--- src/rtl/fifo_rgb_pkg.sv ---
// rtl/fifo_rgb_pkg.sv - shared state type and byte-lane constants for the RGB unpacker
package fifo_rgb_pkg;

  typedef enum logic {
    WAIT_FILL = 1'b0,
    RUN       = 1'b1
  } state_e;

  localparam int LANE_R = 2;
  localparam int LANE_G = 1;
  localparam int LANE_B = 0;

  localparam logic [15:0] UNDERRUN_MAX = 16'hFFFF;

endpackage

--- src/rtl/fifo_rgb_unpack.sv ---
// rtl/fifo_rgb_unpack.sv - pulls R,G,B bytes from a FIFO and presents 24-bit pixels
// Waits for a fill level, then streams pixels with a valid/ready handshake.
module fifo_rgb_unpack
  import fifo_rgb_pkg::*;
#(
  parameter int FILL_THRESH = 1536,
  parameter int WL_WIDTH    = 14
) (
  input  logic                rd_clk,
  input  logic                rd_rst_n,
  output logic                fifo_rd_en,
  input  logic [7:0]          fifo_rd_data,
  input  logic                fifo_rd_empty,
  input  logic [WL_WIDTH-1:0] fifo_rd_water_level,
  input  logic                frame_start,
  input  logic                pix_ready,
  output logic                pix_valid,
  output logic [23:0]         pix_data,
  output logic                underrun,
  output logic [15:0]         underrun_cnt
);

  localparam logic [WL_WIDTH-1:0] THRESH = WL_WIDTH'(FILL_THRESH);

  state_e      state_q, state_d;
  logic [1:0]  held_q, held_d;
  logic        inflight_q, inflight_d;
  logic [7:0]  r_q, r_d;
  logic [7:0]  g_q, g_d;
  logic        pix_valid_q, pix_valid_d;
  logic [23:0] pix_data_q, pix_data_d;
  logic        underrun_q, underrun_d;
  logic [15:0] underrun_cnt_q, underrun_cnt_d;
  logic        has_room;

  // A read is safe when the pending bytes cannot complete a pixel into an occupied output.
  always_comb begin
    has_room   = ((held_q + {1'b0, inflight_q}) < 2'd2) || !pix_valid_q || pix_ready;
    fifo_rd_en = (state_q == RUN) && !fifo_rd_empty && has_room;
  end

  always_comb begin
    state_d        = state_q;
    held_d         = held_q;
    inflight_d     = fifo_rd_en;
    r_d            = r_q;
    g_d            = g_q;
    pix_valid_d    = pix_valid_q;
    pix_data_d     = pix_data_q;
    underrun_d     = underrun_q;
    underrun_cnt_d = underrun_cnt_q;

    case (state_q)
      WAIT_FILL: begin
        if (fifo_rd_water_level >= THRESH) state_d = RUN;
      end
      RUN: begin
        if (pix_ready && !pix_valid_q) begin
          underrun_d = 1'b1;
          if (underrun_cnt_q != UNDERRUN_MAX) underrun_cnt_d = underrun_cnt_q + 16'd1;
        end
      end
      default: state_d = WAIT_FILL;
    endcase

    if (pix_valid_q && pix_ready) pix_valid_d = 1'b0;

    if (inflight_q) begin
      case (held_q)
        2'd0: begin
          r_d    = fifo_rd_data;
          held_d = 2'd1;
        end
        2'd1: begin
          g_d    = fifo_rd_data;
          held_d = 2'd2;
        end
        default: begin
          pix_data_d[8*LANE_R +: 8] = r_q;
          pix_data_d[8*LANE_G +: 8] = g_q;
          pix_data_d[8*LANE_B +: 8] = fifo_rd_data;
          pix_valid_d               = 1'b1;
          held_d                    = 2'd0;
        end
      endcase
    end

    // Resync drops everything partial, including a pixel completing this very cycle.
    if (frame_start) begin
      state_d     = WAIT_FILL;
      held_d      = 2'd0;
      inflight_d  = 1'b0;
      pix_valid_d = 1'b0;
    end
  end

  always_ff @(posedge rd_clk or negedge rd_rst_n) begin
    if (!rd_rst_n) begin
      state_q        <= WAIT_FILL;
      held_q         <= 2'd0;
      inflight_q     <= 1'b0;
      r_q            <= 8'd0;
      g_q            <= 8'd0;
      pix_valid_q    <= 1'b0;
      pix_data_q     <= 24'd0;
      underrun_q     <= 1'b0;
      underrun_cnt_q <= 16'd0;
    end else begin
      state_q        <= state_d;
      held_q         <= held_d;
      inflight_q     <= inflight_d;
      r_q            <= r_d;
      g_q            <= g_d;
      pix_valid_q    <= pix_valid_d;
      pix_data_q     <= pix_data_d;
      underrun_q     <= underrun_d;
      underrun_cnt_q <= underrun_cnt_d;
    end
  end

  assign pix_valid    = pix_valid_q;
  assign pix_data     = pix_data_q;
  assign underrun     = underrun_q;
  assign underrun_cnt = underrun_cnt_q;

endmodule

--- config.mk ---
export PLATFORM = sky130hd
export DESIGN_NAME = fifo_rgb_unpack
export DESIGN_NICKNAME = d
export VERILOG_FILES = /design/src/rtl/fifo_rgb_pkg.sv /design/src/rtl/fifo_rgb_unpack.sv
export SDC_FILE = /design/constraint.sdc
export NUM_CORES = 1
export LEC_CHECK = 0
export CAP_MARGIN = 20
export CORE_MARGIN = 1.5
export CORE_UTILIZATION = 40
export CTS_CLUSTER_DIAMETER = 150
export DETAILED_ROUTE_END_ITERATION = 12
export GPL_ROUTABILITY_DRIVEN = 1
export PLACE_DENSITY_LB_ADDON = 0.1
export SLEW_MARGIN = 40
export SYNTH_ARGS = -nofsm -noshare
export SYNTH_HDL_FRONTEND = slang
export SYNTH_SLANG_ARGS = --single-unit
--- constraint.sdc ---
create_clock -name rd_clk -period 4.6 [get_ports rd_clk]
set_clock_uncertainty 0.1 [all_clocks]
set_input_delay 0.92 -clock rd_clk [delete_from_list [all_inputs] [get_ports rd_clk]]
set_output_delay 0.92 -clock rd_clk [all_outputs]
set_load 0.005 [all_outputs]
; Word-level counts from Yosys, hierarchy flattened
; Index checks and enable logic that the tools add are counted.
[totals]
regBits = 62
input_bits = 27
word_cells = 43
[classes]
add_sub_neg = 2
n_lt_le_gt_ge = 2
n_eq_ne = 2
muxes = 11
bitwise = 1
n_reduce_logical = 16
[ops]
columns = op, n
row1 = 16-bit by 1-bit adder with 16-bit output (second input constant), 1
row2 = 16-bit inequality test (second input constant), 1
row3 = 14-bit by 11-bit >= comparator with 1-bit output (second input constant), 1
row4 = 1-bit two-way mux, 8
row5 = 2-bit AND reduction, 4
row6 = 1-bit logical AND, 4
row7 = 2-bit two-way mux, 2
row8 = 2-bit one-hot mux with 2 select lines, 1
row9 = 3-bit AND reduction, 1
row10 = 2-bit by 1-bit adder with 2-bit output, 1
row11 = 2-bit by 1-bit equality test with 1-bit output (second input constant), 1
row12 = 1-bit logical NOT, 2
row13 = 2-bit logical NOT, 1
row14 = 1-bit logical OR, 2
row15 = 2-bit less-than comparator (second input constant), 1
row16 = 2-bit nonzero test, 1
row17 = 2-bit OR reduction, 1
row18 = 1-bit NOT, 1

; Depth between registers and ports, before layout
; Gate-level depths: netlist (run 1).
[logic_depth]
word_depth = 6
mapped_depth = 6
depth_no_buf = 5

; Least setup slack after synthesis (run 1)
; No wires, ideal clock.
[synth_timing]
kind = in2out
from = input port pix_ready
to = output port fifo_rd_en
t_arrival_ps = 1303
path_slack_ps = 2277
cell_stages = 3
path_buffers = 0
path_cell_list = nand2b_1 -> a21oi_1 -> nor3b_1
[synth_via]
elab_chain_len = 2
[synth_rtl]
columns = element, line
row1 = start: declaration, fifo_rgb_unpack.sv:16  ; input logic pix_ready,
row2 = 1-bit logical OR, fifo_rgb_unpack.sv:38  ; has_room = ((held_q + {1'b0, inflight_q}) < 2'd2) || !pix_valid_q || pix_ready;
row3 = 1-bit logical AND, fifo_rgb_unpack.sv:39  ; fifo_rd_en = (state_q == RUN) && !fifo_rd_empty && has_room;
row4 = end: declaration, fifo_rgb_unpack.sv:11  ; output logic fifo_rd_en,
; No other way between the ends.

; Final worst setup path (run 1)
; Ends and elaborated chain as after synthesis.

==> impl_results.md, run 1 <==
* Ports at 70
* Final slew viol count at 0
* Syn Inst Count at 179
* Global route overflow at 0
* Synthesized flop and latch total at 62
* Setup CP Type: in2out
* Adder-cell share of the synthesized area at 0.499%
* Outcome: finished, final reports clean
* Setup TNS at 0 ns
* Syn-to-layout area delta at 35.3%
* Compound-gate portion of the synthesized area at 3.34%
* DR iter-0 viols at 54
* Routed WL at 4690 microns
* Fin nets at 275
* Part of the Yosys area used for sequential elements at 61.9%
* Vias per Instance at 5.03
* XOR/XNOR Fraction of Synth Area at 4.89%
* Area share of and/or/nand/nor cells after synthesis at 9.94%
* RSZ-0062 raised after global routing: no
* Total power draw at 1340 uW
* All-Layer GR Usage at 15.6%
* Post-cts sizing count at 0
* RD Place Congestion at 0.741
* Die area at 0.00675 sq mm
* Clk sinks at 62
* First-pass GRT wire length at 7640 microns
* Port Buffers at 60
* Synth Area per Inst at 14.0 sq um
* Starting Density at 41.8%
* Initial antenna violation count at 0
* Final setup viols at 0
* DP Area at 0.00319 sq mm
* Cell area after synthesis at 0.00251 sq mm
* Clk_lat worst skew at 0.32 ns
* Largest net degree at the start of global routing at 44
* Antenna Nets Post-Route at 0
* Routed via count at 1645
* Row Count at 28
* Synth cell types at 31
* Syn nets at 207
* TritonCTS clock tree: built
* PwrDens at 396 mW/mm^2
* Ant diodes at 0
* Post-DP HPWL at 3220 microns
* Reg2Reg Setup Slack at 2.70 ns
* Yosys top cell area share at 61.9%
* Max-cap violations at 0
* Final min period at 3.42 ns
* Worst EP arrival at 2.40 ns
* Largest area contributor in the netlist: dfrtp_1
* Number of global-route vias before repair at 1646
* CTS max path bufs at 2
* First drt pass iteration count at 4
* Die W at 82.2 microns
* Final Hold Fails at 0
* Async S/R FF share, synth at 100%
* Hold_buf cts at 0
* Root Buffer: clkbuf_8
* Synth warn at 0
* Largest family of logic cells by synthesized area: multiplexers
* Total CTS buffers at 9
* Primary FF master, synth: dfrtp_1
* Max frequency at 292 MHz
* Core area at 0.00599 sq mm
* Post-synth EDFFs at 0
* Leading post-synthesis cells by cell area: dfrtp_1 (62%), mux2_2 (18%), xnor2_1 (4.5%), nand4_1 (1.5%), nand3_1 (1.4%)
* WP data required at 3.58 ns
* Post-CTS Setup Inserts at 0
* Final design area excluding fillers at 0.00339 sq mm
* CP Max Fanout at 3
* Rel. slew slack at 46.5%
* Multiplexer area fraction after synthesis at 18.4%
* Crit. End Element: output port
* Clk pin slew, worst setup/hold paths at 0.06 ns
* Slew of the pin with the lowest slew margin at 0.798 ns
* Layout cells sized above 1 at 24.2%
* H-tree Lvls at 3
* Tcrit/Tclk final at 74.4%
* Die height at 82.2 microns
* WL per Instance at 14.3 microns
* P_leak at 0.00144 uW
* Worst VDD drop at 258 uV
* Worst Hold Class: reg2reg
* DRC at 0
* CP startpoint kind: primary input
==> state kept, by name, summed over array words and instances, names as in the netlist <==
name          cells
g_q               8
held_q            2
inflight_q        1
pix_data         24
pix_valid         1
r_q               8
state_q           1
underrun          1
underrun_cnt     16
==> per-layer routing <==
metal	vias to the layer above	routed length, microns	track usage (%)
met3	6	227	8.02
met1	816	2040	17.8
met5	-	0	0
met2	45	2360	25.4
met4	0	55	5.08
li1	778	-	-
==> path summary, 6_finish.rpt <==
check / startpoint / to / cells after the start
worst max-delay path: pix_ready / fifo_rd_en / 5
worst min-delay path: underrun$_DFFE_PN0P_ / underrun$_DFFE_PN0P_ / 1
worst max register to register: underrun_cnt[0]$_DFFE_PN0P_ / underrun_cnt[9]$_DFFE_PN0P_ / 5
worst min register to register: underrun$_DFFE_PN0P_ / underrun$_DFFE_PN0P_ / 1
max in group asynchronous: rd_rst_n / underrun_cnt[3]$_DFFE_PN0P_ / 2
min in group asynchronous: rd_rst_n / g_q[7]$_DFFE_PN0P_ / 1
==> synthesized netlist by cell type (2+ instances only) <==
| cell type | instances |
|---|---|
| dfrtp_1 | 62 |
| mux2_2 | 40 |
| xnor2_1 | 13 |
| nand2_1 | 8 |
| nand3_1 | 7 |
| nand4_1 | 6 |
| a21oi_1 | 5 |
| nor2_1 | 5 |
| nand3b_1 | 3 |
| nor3_1 | 3 |
| buf_2 | 2 |
| clkbuf_1 | 2 |
| inv_1 | 2 |
| nand2b_1 | 2 |
| nor4_1 | 2 |
| o2111ai_1 | 2 |
==> where the power goes <==
part | leakage (uW) | switching [uW] | internal, uW | total (uW)
registers | 0.000792 | 56.7 | 617 | 673
clock network | 0.0000996 | 195 | 279 | 474
logic | 0.000548 | 64.9 | 132 | 197
==> stage by stage <==
step | utilization, % | setup slack (ns) | instances | hold WS (ns)
3_5_place_dp | 53.3 | 1.18 | 311 | 0.367
3_3_place_gp | 53.2 | 1.18 | 311 | 0.355
4_1_cts | 56.6 | 1.16 | 327 | 0.381
6_report | 56.6 | 1.18 | 327 | 0.379
5_1_grt | 56.6 | 1.04 | 327 | 0.390
2_1_floorplan | - | 2.28 | 179 | 0.359
==> kinds of logic after synthesis <==
kind of cell | after synthesis
AOI/OAI and AO/OA | 11
muxes | 41
DFF | 62
adders and majority gates | 1
buffers and inverters | 6
xor gates and xnor gates | 14
and+or+nand+nor | 44
==> cells in the final DEF (no fill, tap or decap), drive strengths merged <==
cell           instances
nor2b                  1
mux2                  41
nand3                  7
nor3b                  1
nand3b                 3
and2                   1
nand4                  7
a21oi                  5
and3b                  1
ha                     1
dfrtp                 62
clkdlybuf4s50         59
xnor2                 13
clkbuf                13
nand2b                 2
bufinv                 1
nand2                  8
o211ai                 1
a21bo                  1
inv                    2
nor2                   5
o41ai                  1
o21a                   1
clkinvlp               1
or4                    1
xor2                   1
or2                    1
o2111ai                2
nor4                   2
clkinv                 1
nor3                   4
buf                    2
==> critical path, cell delays in order <==
cell and delay (ns):
clkdlybuf4s50_1 0.49, nand2b_1 0.13, a21oi_1 0.05, nor3b_1 0.26
clkdlybuf4s50_1 0.55
==> cell type report <==
class                   instances  area (sq um)
repair buffers                 61           606
well taps                      75          93.8
fillers                       504          2600
flip-flops and latches         62          1550
clock buffers                  13           159
multi-input cells             111           932
clock inverters                 3          42.5
inverters                       2          7.51
Note: power is estimated with default switching activity, not from simulation.
==> run 2, diff against run 1 <==
==> constraint.sdc (replaced) <==
create_clock -name rd_clk -period 2.86 [get_ports rd_clk]
set_clock_uncertainty 0.1 [all_clocks]
set_input_delay 0.572 -clock rd_clk [delete_from_list [all_inputs] [get_ports rd_clk]]
set_output_delay 0.572 -clock rd_clk [all_outputs]
set_load 0.005 [all_outputs]
==> run 2 against run 1 <==
Compared with the run above:
- global-route usage hardly changed
- combinational power rose by 62%
- design area rose by 0.55%
- count of clock-buffer cells in the layout fell by 3
- sequential cell count is the same
- utilization increased by 0.31 points
- register-to-register slack worse by 1.7 ns
- critical endpoint unchanged
- via count is 1.7% higher
- non-clock buffer count grew 3
- largest cell class unchanged
- die area did not move
==> impl_results.md, run 2 (synthesis gave the netlist of run 1 again) <==
* Layout Cells excl Fill at 330 (was 327)
* Port Buffers at 60 (unchanged)
* Total power draw at 2140 uW (was 1340 uW)
* Antenna Nets Post-Route at 0 (unchanged)
* Ant diodes at 0 (unchanged)
* Row Count at 28 (unchanged)
* Fin nets at 278 (was 275)
* Vias per Instance at 5.07 (was 5.03)
* Final min period at 2.68 ns
* Die height at 82.2 microns (unchanged)
* Die area at 0.00675 sq mm (unchanged)
* DR iter-0 viols at 84 (was 54)
* Hold_buf cts at 0 (unchanged)
* Clk_lat worst skew at 0.33 ns (was 0.32 ns)
* Post-cts sizing count at 0 (unchanged)
* Root Buffer: clkbuf_8 (unchanged)
* WL per Instance at 14.2 microns (was 14.3 microns)
* PwrDens at 626 mW/mm^2 (was 396 mW/mm^2)
* Setup TNS at 0 ns (unchanged)
* Routed via count at 1673 (was 1645)
* Max frequency at 374 MHz
* Clk sinks at 62 (unchanged)
* Max-cap violations at 0 (unchanged)
* Total CTS buffers at 9 (unchanged)
* Worst VDD drop at 443 uV (was 258 uV)
* Die W at 82.2 microns (unchanged)
* Clk pin slew, worst setup/hold paths at 0.07 ns (was 0.06 ns)
* Most frequent cells in the layout: dfrtp_1 (62), clkdlybuf4s50_1 (59), mux2_2 (40), xnor2_1 (13), clkbuf_8 (9) (was dfrtp_1 (62), clkdlybuf4s50_1 (59), mux2_2 (40), xnor2_1 (13), clkbuf_8 (11))
* RSZ-0062 raised after global routing: no (unchanged)
* Starting Density at 41.8% (unchanged)
* Post-CTS Setup Inserts at 0 (unchanged)
* Post-DP HPWL at 3270 microns (was 3220 microns)
* Largest register FFs at 24 (unchanged)
* Global route overflow at 0 (unchanged)
* Number of global-route vias before repair at 1570 (was 1646)
* Setup CP Type: in2out (unchanged)
* First-pass GRT wire length at 7580 microns (was 7640 microns)
* Routed WL at 4700 microns (was 4690 microns)
* H-tree Lvls at 3 (unchanged)
* Worst EP arrival at 2.00 ns (was 2.40 ns)
* Final setup viols at 0 (unchanged)
* Final Hold Fails at 0 (unchanged)
* RD Place Congestion at 0.781 (was 0.741)
* Final design area excluding fillers at 0.00341 sq mm (was 0.00339 sq mm)
* Multi-input logic area at 930 sq um (was 932 sq um)
* Final slew viol count at 0 (unchanged)
* Filler Cell Count at 500 (was 504)
* CP Max Fanout at 3 (unchanged)
* Core area at 0.00599 sq mm (unchanged)
* Tcrit/Tclk final at 93.6%
* Placed Cells at 314 (was 311)
* Crit. End Element: output port (unchanged)
* Seq. cell area at 0.00155 sq mm (unchanged)
* DP Area at 0.00322 sq mm (was 0.00319 sq mm)
* Layout cells sized above 1 at 25.1% (was 24.2%)
* Most common cell after layout, fill and taps aside: dfrtp_1 (unchanged)
* CTS max path bufs at 2 (unchanged)
* P_leak at 0.00145 uW (was 0.00144 uW)
* CP startpoint kind: primary input (unchanged)
* WP data required at 2.19 ns (was 3.58 ns)
* Ports at 70 (unchanged)
* DRC at 0 (unchanged)
* TritonCTS clock tree: built (unchanged)
* Largest net degree at the start of global routing at 51 (was 44)
* First drt pass iteration count at 4 (unchanged)
* Slew of the pin with the lowest slew margin at 0.496 ns (was 0.798 ns)
* Outcome: finished, final reports clean (unchanged)
* Rel. slew slack at 66.7% (was 46.5%)
* Initial antenna violation count at 0 (unchanged)
* All-Layer GR Usage at 15.6% (about the same)
* Worst Hold Class: in2async (was reg2reg)
* Syn-to-layout area delta at 36.1% (was 35.3%)
run 2: power by group:
part           internal, uW  switching [uW]  leakage, uW  total [uW]
Sequential              992            89.2     0.000792        1080
Combinational           215             104     0.000565         319
Clock                   399             337    0.0000883         736
Total                  1610             530      0.00145        2140
run 2: path summary, 6_finish.rpt:
check	startpoint	endpoint	slack (ns)	cells past startpoint
max	pix_ready	fifo_rd_en	0.18	5
min	rd_rst_n	underrun_cnt[10]$_DFFE_PN0P_	0.03	1
max reg2reg	underrun_cnt[0]$_DFFE_PN0P_	underrun_cnt[7]$_DFFE_PN0P_	0.97	5
min reg2reg	underrun$_DFFE_PN0P_	underrun$_DFFE_PN0P_	0.37	1
max in group asynchronous	rd_rst_n	state_q$_DFF_PN0_	2.08	2
min in group rd_clk	underrun$_DFFE_PN0P_	underrun$_DFFE_PN0P_	0.37	1
run 2: through the flow:
stage	worst slack (ns)	hold WS (ns)	utilization (%)
6_report	0.183	0.0267	56.9
5_1_grt	0.0541	0.0388	56.9
4_1_cts	0.163	0.0206	56.9
3_5_place_dp	0.185	0.359	53.8
3_3_place_gp	0.166	0.355	53.8
2_1_floorplan	1.16	0.176	-
run 2: worst max-delay path, cell delays in order:
cell and delay, ns:
clkdlybuf4s50_1 0.49, nand2b_1 0.14, a21oi_1 0.05, nor3b_1 0.22, clkdlybuf4s50_1 0.55
run 2: final cells by class:
class / count / share of cell area (%)
flip-flops and latches: 62 / 45.5
multi-input cells: 111 / 27.3
repair buffers: 64 / 18.7
clock buffers: 10 / 3.74
well taps: 75 / 2.75
clock inverters: 6 / 1.83
inverters: 2 / 0.220
run 2: routing by layer:
metal  vias to the layer above  wire [microns]  global-route usage (%)
met5                         -               0                       0
met4                         0              46                    6.61
met3                         4             240                    6.37
met2                        43            2310                    24.3
met1                       843            2110                    19.2
li1                        783               -                       -
==> run 3, diff against run 2 <==
--- a/config.mk
+++ b/config.mk
@@ -16,3 +16,4 @@
 export SYNTH_ARGS = -nofsm -noshare
 export SYNTH_HDL_FRONTEND = slang
 export SYNTH_SLANG_ARGS = --single-unit
+export TNS_END_PERCENT = 100
==> results of run 3 <==
No change in the layout: final DEF, timing and power equal those of run 2.
